### src/rtl/fifo_access_arbiter_if.sv
// Requester, consumer and FIFO command bundle for fifo_access_arbiter.
// The master side drives requests; the slave side is the arbiter.
interface fifo_access_arbiter_if #(
    parameter int NREQ  = 4,
    parameter int DW    = 32,
    parameter int DEPTH = 8
);
    localparam int LW = $clog2(DEPTH) + 1;

    logic [NREQ-1:0]    req;
    logic [NREQ*DW-1:0] wdata;
    logic [NREQ-1:0]    gnt;
    logic               rd_req;
    logic               rd_ack;
    logic               rd_valid;
    logic               flush;
    logic               fifo_en;
    logic               fifo_rd;
    logic               fifo_wr;
    logic               fifo_rst;
    logic [DW-1:0]      fifo_din;
    logic [LW-1:0]      level;
    logic               full;
    logic               empty;

    modport master (
        output req, wdata, rd_req, flush,
        input  gnt, rd_ack, rd_valid,
        input  fifo_en, fifo_rd, fifo_wr, fifo_rst, fifo_din,
        input  level, full, empty
    );

    modport slave (
        input  req, wdata, rd_req, flush,
        output gnt, rd_ack, rd_valid,
        output fifo_en, fifo_rd, fifo_wr, fifo_rst, fifo_din,
        output level, full, empty
    );
endinterface

### src/rtl/fifo_access_arbiter.sv
// Shares one synchronous FIFO between NREQ round-robin writers and a
// single reader, with anti-starvation for writers and its own level count.
module fifo_access_arbiter #(
    parameter int NREQ         = 4,
    parameter int DW           = 32,
    parameter int DEPTH        = 8,
    parameter int STARVE_LIMIT = 3
) (
    input  logic                 clk,
    input  logic                 reset,
    fifo_access_arbiter_if.slave bus
);
    localparam int IW = (NREQ > 1) ? $clog2(NREQ) : 1;
    localparam int LW = $clog2(DEPTH) + 1;
    localparam int SW = $clog2(STARVE_LIMIT + 1);

    typedef enum logic {INIT, RUN} state_e;

    state_e          state_q, state_d;
    logic [LW-1:0]   level_q, level_d;
    logic [IW-1:0]   rr_q, rr_d;
    logic [SW-1:0]   starve_q, starve_d;
    logic [NREQ-1:0] gnt_q, gnt_d;
    logic            ack_q, ack_d;
    logic            rdv_q, rdv_d;
    logic            en_q, en_d;
    logic            rd_q, rd_d;
    logic            wr_q, wr_d;
    logic            rst_q, rst_d;
    logic [DW-1:0]   din_q, din_d;
    logic            full_q, full_d;
    logic            empty_q, empty_d;

    logic [NREQ-1:0] elig;
    logic [IW-1:0]   cand;
    logic [IW-1:0]   sel;
    logic            found;
    logic            is_full;
    logic            is_empty;
    logic            do_wr;
    logic            do_rd;

    // Held requests are masked while their grant is on the bus.
    assign elig     = bus.req & ~gnt_q;
    assign is_full  = (level_q == LW'(DEPTH));
    assign is_empty = (level_q == '0);

    always_comb begin
        found = 1'b0;
        sel   = '0;
        cand  = '0;
        for (int off = 1; off <= NREQ; off++) begin
            cand = IW'((int'(rr_q) + off) % NREQ);
            if (!found && elig[cand]) begin
                found = 1'b1;
                sel   = cand;
            end
        end
    end

    always_comb begin
        state_d  = state_q;
        level_d  = level_q;
        rr_d     = rr_q;
        starve_d = starve_q;
        gnt_d    = '0;
        ack_d    = 1'b0;
        rdv_d    = ack_q;
        en_d     = 1'b0;
        rd_d     = 1'b0;
        wr_d     = 1'b0;
        rst_d    = 1'b0;
        din_d    = din_q;
        do_wr    = 1'b0;
        do_rd    = 1'b0;

        case (state_q)
            INIT: begin
                en_d    = 1'b1;
                rst_d   = 1'b1;
                level_d = '0;
                state_d = RUN;
            end
            RUN: begin
                if (bus.flush) begin
                    en_d     = 1'b1;
                    rst_d    = 1'b1;
                    level_d  = '0;
                    starve_d = '0;
                end else if (found && !is_full &&
                             starve_q == SW'(STARVE_LIMIT)) begin
                    do_wr = 1'b1;
                end else if (bus.rd_req && !is_empty) begin
                    do_rd = 1'b1;
                    if (found && !is_full &&
                        starve_q != SW'(STARVE_LIMIT))
                        starve_d = starve_q + SW'(1);
                end else if (found && !is_full) begin
                    do_wr = 1'b1;
                end
            end
            default: state_d = INIT;
        endcase

        if (do_wr) begin
            en_d     = 1'b1;
            wr_d     = 1'b1;
            din_d    = bus.wdata[sel*DW +: DW];
            gnt_d    = NREQ'(1) << sel;
            rr_d     = sel;
            starve_d = '0;
            level_d  = level_q + LW'(1);
        end
        if (do_rd) begin
            en_d    = 1'b1;
            rd_d    = 1'b1;
            ack_d   = 1'b1;
            level_d = level_q - LW'(1);
        end

        full_d  = (level_d == LW'(DEPTH));
        empty_d = (level_d == '0);
    end

    always_ff @(posedge clk or negedge reset) begin
        if (!reset) begin
            state_q  <= INIT;
            level_q  <= '0;
            rr_q     <= IW'(NREQ - 1);
            starve_q <= '0;
            gnt_q    <= '0;
            ack_q    <= 1'b0;
            rdv_q    <= 1'b0;
            en_q     <= 1'b0;
            rd_q     <= 1'b0;
            wr_q     <= 1'b0;
            rst_q    <= 1'b0;
            din_q    <= '0;
            full_q   <= 1'b0;
            empty_q  <= 1'b1;
        end else begin
            state_q  <= state_d;
            level_q  <= level_d;
            rr_q     <= rr_d;
            starve_q <= starve_d;
            gnt_q    <= gnt_d;
            ack_q    <= ack_d;
            rdv_q    <= rdv_d;
            en_q     <= en_d;
            rd_q     <= rd_d;
            wr_q     <= wr_d;
            rst_q    <= rst_d;
            din_q    <= din_d;
            full_q   <= full_d;
            empty_q  <= empty_d;
        end
    end

    assign bus.gnt      = gnt_q;
    assign bus.rd_ack   = ack_q;
    assign bus.rd_valid = rdv_q;
    assign bus.fifo_en  = en_q;
    assign bus.fifo_rd  = rd_q;
    assign bus.fifo_wr  = wr_q;
    assign bus.fifo_rst = rst_q;
    assign bus.fifo_din = din_q;
    assign bus.level    = level_q;
    assign bus.full     = full_q;
    assign bus.empty    = empty_q;
endmodule

### src/flat_wrapper.sv
// flat-port wrapper written by rule: the top's interface ports become plain ports
module fifo_access_arbiter_flat 
#(
    parameter int NREQ         = 4,
    parameter int DW           = 32,
    parameter int DEPTH        = 8,
    parameter int STARVE_LIMIT = 3
)
  (clk, reset, bus_req, bus_wdata, bus_rd_req, bus_flush, bus_gnt, bus_rd_ack, bus_rd_valid, bus_fifo_en, bus_fifo_rd, bus_fifo_wr, bus_fifo_rst, bus_fifo_din, bus_level, bus_full, bus_empty);
  fifo_access_arbiter_if #(.NREQ(NREQ), .DW(DW), .DEPTH(DEPTH)) bus_i ();
  input  logic clk;
  input  logic reset;
  input wire logic [$bits(bus_i.req)-1:0] bus_req;
  input wire logic [$bits(bus_i.wdata)-1:0] bus_wdata;
  input wire logic [$bits(bus_i.rd_req)-1:0] bus_rd_req;
  input wire logic [$bits(bus_i.flush)-1:0] bus_flush;
  output wire logic [$bits(bus_i.gnt)-1:0] bus_gnt;
  output wire logic [$bits(bus_i.rd_ack)-1:0] bus_rd_ack;
  output wire logic [$bits(bus_i.rd_valid)-1:0] bus_rd_valid;
  output wire logic [$bits(bus_i.fifo_en)-1:0] bus_fifo_en;
  output wire logic [$bits(bus_i.fifo_rd)-1:0] bus_fifo_rd;
  output wire logic [$bits(bus_i.fifo_wr)-1:0] bus_fifo_wr;
  output wire logic [$bits(bus_i.fifo_rst)-1:0] bus_fifo_rst;
  output wire logic [$bits(bus_i.fifo_din)-1:0] bus_fifo_din;
  output wire logic [$bits(bus_i.level)-1:0] bus_level;
  output wire logic [$bits(bus_i.full)-1:0] bus_full;
  output wire logic [$bits(bus_i.empty)-1:0] bus_empty;
  assign bus_i.req = bus_req;
  assign bus_i.wdata = bus_wdata;
  assign bus_i.rd_req = bus_rd_req;
  assign bus_i.flush = bus_flush;
  assign bus_gnt = bus_i.gnt;
  assign bus_rd_ack = bus_i.rd_ack;
  assign bus_rd_valid = bus_i.rd_valid;
  assign bus_fifo_en = bus_i.fifo_en;
  assign bus_fifo_rd = bus_i.fifo_rd;
  assign bus_fifo_wr = bus_i.fifo_wr;
  assign bus_fifo_rst = bus_i.fifo_rst;
  assign bus_fifo_din = bus_i.fifo_din;
  assign bus_level = bus_i.level;
  assign bus_full = bus_i.full;
  assign bus_empty = bus_i.empty;
  fifo_access_arbiter #(.NREQ(NREQ), .DW(DW), .DEPTH(DEPTH), .STARVE_LIMIT(STARVE_LIMIT)) u_core (.clk(clk), .reset(reset), .bus(bus_i));
endmodule
### config.mk
export PLATFORM = sky130hd
export DESIGN_NAME = fifo_access_arbiter_flat
export DESIGN_NICKNAME = d
export VERILOG_FILES = /design/src/rtl/fifo_access_arbiter_if.sv /design/src/rtl/fifo_access_arbiter.sv /design/src/flat_wrapper.sv
export SDC_FILE = /design/constraint.sdc
export NUM_CORES = 1
export LEC_CHECK = 0
export CORE_MARGIN = 3
export CORE_UTILIZATION = 40
export DETAILED_ROUTE_END_ITERATION = 7
export DONT_BUFFER_PORTS = 1
export PLACE_DENSITY = 0.56
export SLEW_MARGIN = 25
export SYNTH_ARGS = -nofsm -noshare
export SYNTH_HDL_FRONTEND = slang
export SYNTH_SLANG_ARGS = --single-unit
### constraint.sdc
create_clock -name clk -period 2.8 [get_ports clk]
set_clock_uncertainty 0.2 [all_clocks]
set_input_delay 0.42 -clock clk [delete_from_list [all_inputs] [get_ports clk]]
set_output_delay 0.42 -clock clk [all_outputs]
set_load 0.01 [all_outputs]
Word level (Yosys, flattened, before mapping)
Cells that the tools add are included.
{"block": "totals", "output_inout_bits": 48, "in_bits": 136, "regBits": 52, "elab_cells": 94}
{"block": "op_classes", "bitwise": 3, "eq_ne": 5, "n_shift": 2, "magnitude_cmp": 4, "n_addsub": 7, "n_reduce_logical": 18, "mux": 42}
{"operator": "$shiftx 128x8->32", "count": 1}
{"operator": "$mux 1", "count": 22}
{"operator": "$mux 2", "count": 10}
{"operator": "$mux 4", "count": 4}
{"operator": "$lt 2x3->1 const B", "count": 4}
{"operator": "$bmux 1 s2", "count": 4}
{"operator": "$eq 4x4->1 const B", "count": 2}
{"operator": "$logic_not 4->1", "count": 2}
{"operator": "$pmux 4 s2", "count": 1}
{"operator": "$logic_and 1x1->1", "count": 7}
{"operator": "$add 2x1->2 const B", "count": 3}
{"operator": "$reduce_bool 3->1", "count": 2}
{"operator": "$logic_not 1->1", "count": 5}
{"operator": "$add 2x2->2 const B", "count": 2}
{"operator": "$add 4x1->4 const B", "count": 1}
{"operator": "$and 4x4->4", "count": 1}
{"operator": "$not 4->4", "count": 1}
{"operator": "$reduce_and 4->1", "count": 1}
{"operator": "$shl 1x2->4 const A", "count": 1}
{"operator": "$sub 4x1->4 const B", "count": 1}
{"operator": "$ne 3x2->1 const B", "count": 1}
{"operator": "$eq 2x2->1 const B", "count": 1}
{"operator": "$ne 2x2->1 const B", "count": 1}
{"operator": "$pmux 1 s2", "count": 1}
{"operator": "other kinds (2)", "count": 2}

Longest topological paths before layout
Gate-level depths: netlist of run 1.
{"block": "logic_depth", "depth_word": 23, "depth_mapped": 9, "ltp_nobuf": 9}

Worst setup path before layout of run 1
No wires, ideal clock.
{"block": "synth_timing", "path_type": "reg-to-reg", "startpoint": "reg u_core.level_q[0] (netlist: u_core.bus.level[0])", "endpoint": "reg u_core.full_q (netlist: u_core.bus.full)", "setup_ns": 0.131, "t_arrival_ns": 1.957, "stages_incl_launch_ff": 9, "path_slack_ns": 0.512, "path_buffers": 0, "t_required_ns": 2.469, "synth_period_minus_slack_ns": 2.288, "path_cell_list": "dfrtp_1 -> inv_1 -> ha_1 -> and3b_1 -> a41oi_4 -> a211oi_4 -> and3_1 -> o32ai_1 -> nor2b_1"}
{"block": "synth_between", "elab_chain_len": 11, "word_cells_on_any_way": 23, "classes_between": "add/sub (2); eq/ne (2); mux (13); reduce/logical (6)"}
{"element": "from (decl)", "line": "fifo_access_arbiter.sv:20", "text": "logic [LW-1:0] level_q, level_d;"}
{"element": "from (signal assigned)", "line": "fifo_access_arbiter.sv:143", "text": "level_q <= level_d;"}
{"element": "$eq 4x4->1", "line": "fifo_access_arbiter.sv:45", "text": "assign is_full = (level_q == LW'(DEPTH));"}
{"element": "$logic_not 1->1", "line": "fifo_access_arbiter.sv:90, fifo_access_arbiter.sv:98"}
{"element": "$logic_and 1x1->1", "line": "fifo_access_arbiter.sv:90, fifo_access_arbiter.sv:98"}
{"element": "$mux 1", "line": "fifo_access_arbiter.sv:98", "text": "end else if (found && !is_full) begin"}
{"element": "$mux 1", "line": "fifo_access_arbiter.sv:93", "text": "end else if (bus.rd_req && !is_empty) begin"}
{"element": "$mux 1", "line": "fifo_access_arbiter.sv:90", "text": "end else if (found && !is_full &&"}
{"element": "$mux 1", "line": "fifo_access_arbiter.sv:85", "text": "if (bus.flush) begin"}
{"element": "$mux 1", "line": "fifo_access_arbiter.sv:77", "text": "case (state_q)"}
{"element": "$mux 4", "line": "fifo_access_arbiter.sv:105", "text": "if (do_wr) begin"}
{"element": "$mux 4 (*)", "line": "fifo_access_arbiter.sv:114", "text": "if (do_rd) begin"}
{"element": "$eq 4x4->1 (*)", "line": "fifo_access_arbiter.sv:121", "text": "full_d = (level_d == LW'(DEPTH));"}
{"element": "named net u_core.full_d", "line": "fifo_access_arbiter.sv:31", "text": "logic full_q, full_d;"}
{"element": "to (signal assigned)", "line": "fifo_access_arbiter.sv:154", "text": "full_q <= full_d;"}
{"element": "to (decl)", "line": "fifo_access_arbiter.sv:31"}
Mark *: on every way through the listed nets, which the timed path passes. The rest lies on a longest branch.
A chain may end at the register's enable or synchronous reset.

Worst setup path in the final report of run 1
{"block": "layout_timing", "startpoint": "reg u_core.level_q[0] (netlist: u_core.bus.level[0])", "endpoint": "reg u_core.din_q[30] (netlist: u_core.bus.fifo_din[30])"}
{"block": "layout_between", "elab_chain_len": 8, "word_cells_on_any_way": 12, "classes_between": "eq/ne (1); mux (5); reduce/logical (6)"}
{"element": "$eq 4x4->1", "line": "fifo_access_arbiter.sv:45"}
{"element": "$logic_not 1->1", "line": "fifo_access_arbiter.sv:90, fifo_access_arbiter.sv:98"}
{"element": "$logic_and 1x1->1", "line": "fifo_access_arbiter.sv:90, fifo_access_arbiter.sv:98"}
{"element": "$mux 1", "line": "fifo_access_arbiter.sv:98"}
{"element": "$mux 1", "line": "fifo_access_arbiter.sv:93"}
{"element": "$mux 1 (*)", "line": "fifo_access_arbiter.sv:90"}
{"element": "$mux 1 (*)", "line": "fifo_access_arbiter.sv:85"}
{"element": "$mux 1 (*)", "line": "fifo_access_arbiter.sv:77"}
{"element": "named net u_core.do_wr", "line": "fifo_access_arbiter.sv:40", "text": "logic do_wr;"}
{"element": "to (signal assigned)", "line": "fifo_access_arbiter.sv:153", "text": "din_q <= din_d;"}
{"element": "to (decl)", "line": "fifo_access_arbiter.sv:30", "text": "logic [DW-1:0] din_q, din_d;"}
Marked as above.

==> key figures, run 1 <==
Finish
  – Layout net count: about 430
  – FF/Latch Area: roughly 0.0013 mm²
  – Share of cells above drive strength 1: ~11%
  – Fill cells: 740
  – Area of the multi-input gates: approximately 0.0016 mm²
  – # diodes: 0
  – Synth-to-Final Area Change: 8.83%

Floorplan
  – Die W: about 93 µm
  – Core area: roughly 0.0073 mm²
  – Die area: 0.00863 mm²
  – Die Y: a little over 90 µm
  – Initial core utilization: roughly two fifths
  – # rows: 31
  – I/O Pins: 184

Synthesis
  – Syn_nets: around 430
  – Syn avg cell area: 10.6 µm²
  – Most common cell in the netlist: mux2i_1
  – Synth warn: 0
  – Yosys top cell by area: dfrtp_1
  – Synth Register Bits: 52
  – Synth top area share: approximately 41%
  – Commonest cells post-synth: mux2i_1 (64), dfrtp_1 (49), nand2_1 (42), o221ai_1 (32), buf_2 (14)
  – Ys flop type: dfrtp_1
  – Mapped Area: between 0.003 and 0.004 mm²
  – Synth unique cells: 39
  – Syn Inst Count: between 200 and 300
  – EDFF count, synth: 0
  – Seq/Total Area, Yosys: 43.2%
  – Share of flip-flops with an asynchronous set or reset: 100%
  – Synth top area cells: dfrtp_1 (41%), mux2i_1 (21%), o221ai_1 (9.3%), nand2_1 (5.2%), dfstp_2 (2.6%)

CTS
  – CTS Buffer Depth: 2
  – Hold_buf cts: 3
  – Clock Sinks: 52
  – Root Driver: clkbuf_8
  – Clock transition at path regs: approximately 90 ps
  – Skew-Pair Late Insertion Delay: 300 ps
  – Post-CTS setup repair buffer count: 0
  – CTS Buf Count: 5
  – H-tree levels: 2
  – Post_cts resized: 0
  – CTS tree: done

Hold path
  – Hold crit path type: in2reg

Timing
  – Fin worst setup slack: 297 ps
  – Total Neg Setup Slack: 0 ps
  – Fmax: between 0.3 and 0.4 GHz
  – Fin. max-slew vios: 0
  – Final min period: ~2500 ps
  – Hold WS: roughly 140 ps
  – Rel. slew slack: 58.1%
  – Hold Fails Final Rpt: 0
  – RSZ-0062 raised after global routing: no
  – Period utilization: between 80% and 90%
  – Worst slew pin tran: between 600 and 700 ps
  – Final setup violation count: 0

Worst setup path
  – Most frequent CP cell: nand2_2
  – Worst setup SP type: flop
  – Critical Path Sink Type: flop
  – Crit-path slowest cell: dfrtp_1
  – Crit path largest cell delay: between 300 and 400 ps
  – Critical path type: reg2reg
  – CP required: about 2800 ps
  – CP Cell Sequence: inv_1 -> ha_1 -> and3b_1 -> a41oi_4 -> nand2_2 -> inv_2 -> nand2_2 -> buf_12 -> o221ai_1
  – Worst endpoint data arrival time: approximately 2500 ps
  – Worst-path fanout max: 23

Drt
  – Initial DRC Count: 92
  – Via density: around 6
  – Number of vias in the routed layout: 2311
  – Routed len/inst: roughly 20 µm
  – Post-route DRC: 0
  – Total detailed-routing wirelength: about 7600 µm
  – Antenna viol nets, final: 0
  – DR pass1 iterations: 4

Pwr
  – VDD IR max: roughly 360 µV
  – Pwr/cell area: just under 1000 mW/mm²
  – Leak pwr: roughly 0.0016 µW

Run
  – # Max-Cap Violations: 0

GRT
  – Total gr overflow: 0
  – Vias in the first global route: 2180
  – First-pass GRT wire length: between 10000 and 15000 µm
  – Largest net degree at the start of global routing: 53
  – All-Layer GR Usage: 16.8%
  – Initial antenna violation count: 0

Placed design
  – Dpl hpwl: ~5800 µm
  – PortBufs: 0
  – Pre-CTS WS: about 320 ps
  – GP Congestion: roughly 0.85

Outcome
  – Status: finished, final reports clean
[cells by family after synthesis]
family | share of synthesized area, %
AO/OA/AOI/OAI | 16.7
buffers and inverters | 4.93
AND/OR/NAND/NOR | 12.6
multiplexers | 21.2
flip-flops | 43.2
other | 0.124
adder cells (fa/ha/maj) | 1.24
[state kept, by name (all words and copies together), names as in the netlist]
signal / count
u_core.bus.level: 4
u_core.bus.fifo_din: 32
u_core.starve_q: 2
u_core.bus.fifo_rst: 1
u_core.bus.gnt: 4
u_core.bus.fifo_en: 1
u_core.state_q: 1
u_core.bus.empty: 1
u_core.rr_q: 2
u_core.bus.rd_valid: 1
u_core.bus.full: 1
u_core.bus.rd_ack: 1
u_core.bus.fifo_wr: 1
[cell type report]
| class | count | area share, % |
|---|---|---|
| Clock inverter | 3 | 1.29 |
| Multi-Input combinational cell | 204 | 48.0 |
| Inverter | 11 | 1.26 |
| Timing Repair Buffer | 12 | 3.88 |
| Clock buffer | 5 | 2.09 |
| Tap cell | 99 | 3.77 |
| Sequential cell | 52 | 39.7 |
[routing by layer]
| metal | GRT usage (%) | routed length [µm] | up-vias |
|---|---|---|---|
| met5 | 0 | 0 | - |
| met4 | 4.76 | 110 | 0 |
| met3 | 5.20 | 807 | 13 |
| met2 | 25.9 | 3580 | 134 |
| met1 | 22.6 | 3140 | 1100 |
| li1 | - | - | 1064 |
[placed cells by master, fill, tap and decap left out, types with 2 or more instances in the layout]
master,netlist,layout
and3_1,4,4
nor3_1,6,6
a221oi_1,5,5
o22ai_1,2,2
mux2i_1,64,64
nor3b_1,2,2
nand2b_4,2,2
o221ai_1,32,32
clkbuf_8,0,5
dfstp_2,3,3
ha_1,3,3
nor2b_1,2,2
nand3_1,3,3
inv_1,10,10
dfrtp_1,49,49
dlygate4sd3_1,0,2
buf_4,1,8
nand2b_1,3,3
nor2_1,8,8
a21oi_1,4,4
o21ai_0,5,5
nand2_2,2,2
nand2_1,42,42
[worst max-delay path: cells and delay by family (launching register included)]
family / cells / cell delay [ps]
buffers and inverters: 3 / 500
DFF: 1 / 360
and+or+nand+nor: 3 / 570
AOI/OAI and AO/OA: 2 / 520
adders and majority gates: 1 / 250
[per-stage QoR]
stage | area, µm² | util [%] | std cells | power, µW
floorplan | 3020 | - | 286 | 2450
global placement | 3130 | 42.9 | 375 | 2710
detailed placement | 3130 | 42.9 | 375 | 2740
CTS | 3290 | 45.1 | 386 | 3280
global route | 3290 | 45.1 | 386 | 3480
finish | 3290 | 45.1 | 386 | 3230
[where the power goes]
part / switching [µW] / total (µW) / internal (µW)
Clock: 247 / 511 / 265
Combinational: 709 / 1310 / 600
Sequential: 358 / 1410 / 1060
[worst paths after layout]
check                      slack, ps  cells after the start                                  end                          start
max                              300                      9  u_core.bus.fifo_din[30]$_DFFE_PN0P_  u_core.bus.level[0]$_DFF_PN0_
min                              140                      2  u_core.bus.fifo_din[12]$_DFFE_PN0P_                  bus_wdata[76]
max reg2reg                      300                      9  u_core.bus.fifo_din[30]$_DFFE_PN0P_  u_core.bus.level[0]$_DFF_PN0_
min reg2reg                      320                      1       u_core.starve_q[1]$_DFFE_PN0P_       u_core.state_q$_DFF_PN0_
max in group asynchronous       1700                      2           u_core.rr_q[1]$_DFFE_PN1P_                          reset
min in group asynchronous        420                      2        u_core.bus.level[2]$_DFF_PN0_                          reset
Note: power is estimated with default switching activity, not from simulation.
==> run 2: changes to the inputs <==
--- a/config.mk
+++ b/config.mk
@@ -5,8 +5,10 @@
 export SDC_FILE = /design/constraint.sdc
 export NUM_CORES = 1
 export LEC_CHECK = 0
+export ABC_AREA = 1
 export CORE_MARGIN = 3
 export CORE_UTILIZATION = 40
+export CTS_CLUSTER_DIAMETER = 50
 export DETAILED_ROUTE_END_ITERATION = 7
 export DONT_BUFFER_PORTS = 1
 export PLACE_DENSITY = 0.56
==> key figures, run 2 <==
Worst setup path
  – Crit path largest cell delay: 610 ps (was 360 ps)
  – Worst r2r path cells: 12 (was 9)
  – CP bufs+invs: 2 (was 3)
  – Launch point of the worst reg-to-reg path: u_core.rr_q[0]$_DFFE_PN1P_ (was u_core.bus.level[0]$_DFF_PN0_)
  – Worst endpoint data arrival time: 2490 ps (was 2520 ps)
  – Critical path type: reg2reg (unchanged)
  – CP Cell Sequence: inv_2 -> nand3_1 -> nand3_2 -> nand2_2 -> nand4_1 -> nand2_2 -> buf_4 -> nand3b_1 -> nand3_1 -> nand2_1 -> nand2_1 -> nand2_1 (was inv_1 -> ha_1 -> and3b_1 -> a41oi_4 -> nand2_2 -> inv_2 -> nand2_2 -> buf_12 -> o221ai_1)
  – CP delay by family, top: simple AND/OR/NAND/NOR gates (unchanged)
  – R2R Path End: u_core.bus.fifo_din[18]$_DFFE_PN0P_ (was u_core.bus.fifo_din[30]$_DFFE_PN0P_)
  – Critical Path Sink Type: flop (unchanged)
  – Worst setup SP type: flop (unchanged)
  – Most frequent CP cell: nand2_1 (was nand2_2)
  – Crit-path slowest cell: dfstp_2 (was dfrtp_1)
  – Worst-path fanout max: 46 (was 23)
  – Reg2Reg Setup Slack: 320 ps (was 300 ps)
  – CP required: 2810 ps (about the same)

Drt
  – Initial DRC Count: 201 (was 92)
  – Routed len/inst: 15.4 µm (was 19.8 µm)
  – Via density: 5.19 (was 5.99)
  – Post-route DRC: 0 (unchanged)
  – Total detailed-routing wirelength: 11200 µm (was 7640 µm)
  – Number of vias in the routed layout: 3760 (was 2311)
  – Antenna viol nets, final: 0 (unchanged)
  – DR pass1 iterations: 4 (unchanged)

Timing
  – Final setup violation count: 0 (unchanged)
  – Hold WS: 51.5 ps (was 143 ps)
  – Final min period: 2480 ps (was 2500 ps)
  – Total Neg Setup Slack: 0 ps (unchanged)
  – Fmax: 0.403 GHz (was 0.399 GHz)
  – Period utilization: 88.6% (was 89.4%)
  – RSZ-0062 raised after global routing: no (unchanged)
  – Hold Fails Final Rpt: 0 (unchanged)
  – Fin. max-slew vios: 0 (unchanged)

Hold path
  – Worst hold endpoint: u_core.bus.fifo_en$_DFF_PN0_ (was u_core.bus.fifo_din[12]$_DFFE_PN0P_)
  – Hold crit path type: in2reg (unchanged)
  – Hold Path Origin: bus_flush (was bus_wdata[76])
  – Hold Path Cell Cnt: 2 (unchanged)

CTS
  – Post_cts resized: 0 (unchanged)
  – Clock transition at path regs: 110 ps (was 90 ps)
  – Root Driver: clkbuf_8 (unchanged)
  – H-tree levels: 2 (unchanged)
  – Post-CTS setup repair buffer count: 0 (unchanged)
  – Clock Sinks: 52 (unchanged)
  – Skew-Pair Late Insertion Delay: 310 ps (was 300 ps)
  – CTS Buffer Depth: 2 (unchanged)
  – CTS Buf Count: 5 (unchanged)
  – CTS tree: done (unchanged)

Placed design
  – GP Congestion: 0.833 (was 0.845)
  – Dpl hpwl: 8310 µm (was 5790 µm)
  – Dpl cells: 713 (was 375)
  – PortBufs: 0 (unchanged)

Synthesis
  – Seq/Total Area, Yosys: 32.9% (was 43.2%)
  – Synth top area cells: dfrtp_1 (31%), nand2_1 (21%), nand3b_1 (12%), nand3_1 (11%), inv_1 (7.9%) (was dfrtp_1 (41%), mux2i_1 (21%), o221ai_1 (9.3%), nand2_1 (5.2%), dfstp_2 (2.6%))
  – Synth warn: 0 (unchanged)
  – Most common cell in the netlist: nand2_1 (was mux2i_1)
  – Commonest cells post-synth: nand2_1 (227), nand3_1 (85), inv_1 (84), nand3b_1 (64), dfrtp_1 (49) (was mux2i_1 (64), dfrtp_1 (49), nand2_1 (42), o221ai_1 (32), buf_2 (14))
  – Syn avg cell area: 6.51 µm² (was 10.6 µm²)
  – Synth top area share: 30.9% (was 40.6%)
  – Mapped Area: 0.00397 mm² (was 0.00302 mm²)
  – Synth Register Bits: 52 (unchanged)
  – Synth unique cells: 24 (was 39)
  – Syn Inst Count: 609 (was 286)
  – EDFF count, synth: 0 (unchanged)
  – Ys flop type: dfrtp_1 (unchanged)
  – Yosys top cell by area: dfrtp_1 (unchanged)
  – Share of flip-flops with an asynchronous set or reset: 100% (unchanged)
  – Syn_nets: 748 (was 425)

GRT
  – First-pass GRT wire length: 18000 µm (was 11500 µm)
  – Initial antenna violation count: 1 (was 0)
  – All-Layer GR Usage: 19.7% (was 16.8%)
  – Grt met3 use: 5.45% (was 5.20%)
  – Vias in the first global route: 3601 (was 2180)
  – Largest net degree at the start of global routing: 53 (unchanged)
  – GR peak layer: met2 (unchanged)
  – M2 GR Usage: 33.9% (was 25.9%)
  – Total gr overflow: 0 (unchanged)
  – Met1 Resource Use GR: 24.0% (was 22.6%)

Pwr
  – Logic pwr share: 67.7% (was 40.5%)
  – Psw: 3370 µW (was 1310 µW)
  – Total internal power: 2630 µW (was 1920 µW)
  – Switching Share: 56.2% (was 40.6%)
  – Leak pwr: 0.00233 µW (was 0.00156 µW)
  – Pwr/cell area: 1440 mW/mm² (was 985 mW/mm²)
  – VDD IR max: 626 µV (was 357 µV)
  – Clock power frac: 7.6% (was 15.8%)
  – Share of power burned in registers: 24.7% (was 43.7%)
  – Total power: 6010 µW (was 3230 µW)

Finish
  – Fill cells: 1021 (was 740)
  – Commonest non-fill, non-tap cell in the layout: nand2_1 (was mux2i_1)
  – Share of cells above drive strength 1: 7.41% (was 10.8%)
  – Post-route insts no fill: 725 (was 386)
  – Synth-to-Final Area Change: 5.27% (was 8.83%)
  – Max reg flops: 32 (unchanged)
  – Commonest non-fill, non-tap cells in the layout: nand2_1 (224), nand3_1 (85), inv_1 (84) (was mux2i_1 (64), dfrtp_1 (49), nand2_1 (42))
  – Layout net count: 732 (was 425)

Floorplan
  – Die W: 106 µm (was 92.9 µm)
  – I/O Pins: 184 (unchanged)
  – Die area: 0.0111 mm² (was 0.00863 mm²)
  – Core area: 0.00942 mm² (was 0.00729 mm²)
  – Initial core utilization: 42.1% (was 41.4%)
  – Die Y: 106 µm (was 92.9 µm)
  – # rows: 35 (was 31)

Run
  – # Max-Cap Violations: 0 (unchanged)

Outcome
  – Status: finished, final reports clean (unchanged)
==> run 2: cell types whose count changed after synthesis, sizes merged, moves of 5 or more <==
| cell | before | now |
|---|---|---|
| a221oi | 5 | 0 |
| buf | 17 | 33 |
| inv | 11 | 90 |
| mux2i | 64 | 0 |
| nand2 | 44 | 232 |
| nand2b | 5 | 0 |
| nand3 | 3 | 91 |
| nand3b | 0 | 64 |
| nand4 | 1 | 8 |
| nor2 | 8 | 15 |
| o221ai | 32 | 0 |
==> run 2: cell families (layout without fill, tap and decap cells) <==
family / Yosys count / count (layout) / synth area share (%)
and+or+nand+nor: 413 / 413 / 50.3
buffers and inverters: 125 / 110 / 13.5
DFF: 52 / 52 / 32.9
AOI/OAI and AO/OA: 11 / 11 / 1.39
xor gates and xnor gates: 4 / 4 / 0.883
adders and majority gates: 3 / 3 / 0.946
other: 1 / 3 / 0.0945
==> run 2: worst max-delay path by stage <==
stage,from,to,slack [ps],depth (start not counted)
6_report,u_core.rr_q[0]$_DFFE_PN1P_,u_core.bus.fifo_din[18]$_DFFE_PN0P_,320,12
5_1_grt,u_core.bus.level[0]$_DFF_PN0_,u_core.bus.fifo_din[5]$_DFFE_PN0P_,80,11
4_1_cts,u_core.rr_q[0]$_DFFE_PN1P_,u_core.bus.fifo_din[14]$_DFFE_PN0P_,310,12
3_5_place_dp,u_core.rr_q[0]$_DFFE_PN1P_,u_core.bus.fifo_din[14]$_DFFE_PN0P_,340,12
3_3_place_gp,u_core.bus.level[0]$_DFF_PN0_,u_core.bus.fifo_din[9]$_DFFE_PN0P_,400,11
2_1_floorplan,u_core.rr_q[0]$_DFFE_PN1P_,u_core.bus.fifo_din[0]$_DFFE_PN0P_,740,17
==> run 2: what timing repair did <==
| item | 4_1_cts | 5_1_grt |
|---|---|---|
| setup endpoints to repair | 0 | 0 |
| hold buffers | 2 | 0 |
| endpoints found under the hold margin | 52 | 0 |
==> run 2: layout make-up <==
cell class | instances | area (µm²) | share of cell area [%]
well taps | 129 | 161 | 3.87
multi-input cells | 432 | 2130 | 51.1
clock buffers | 5 | 68.8 | 1.65
inverters | 90 | 338 | 8.09
diodes | 2 | 5.00 | 0.120
repair buffers | 12 | 138 | 3.30
flip-flops and latches | 52 | 1310 | 31.3
clock inverters | 3 | 27.5 | 0.659
==> run 2: per-stage QoR <==
step	utilization [%]	setup WS [ps]	instance area (µm²)
2_1_floorplan	-	739	3970
3_3_place_gp	42.9	397	4040
3_5_place_dp	42.9	335	4040
4_1_cts	44.3	315	4170
5_1_grt	44.3	82.9	4170
6_report	44.3	318	4180
==> run 2: power groups by stage <==
| stage | Sequential [µW] | Clock [µW] | Combinational (µW) |
|---|---|---|---|
| floorplan | 1400 | 0 | 3390 |
| global placement | 1510 | 0 | 4010 |
| detailed placement | 1510 | 0 | 4070 |
| CTS | 1500 | 482 | 4110 |
| global route | 1530 | 510 | 4660 |
| finish | 1480 | 458 | 4070 |
==> run 2: metal layers <==
metal	wire (µm)	vias up
met3	924	15
met2	5590	152
met1	4480	1725
li1	-	1868
met5	0	-
met4	192	0
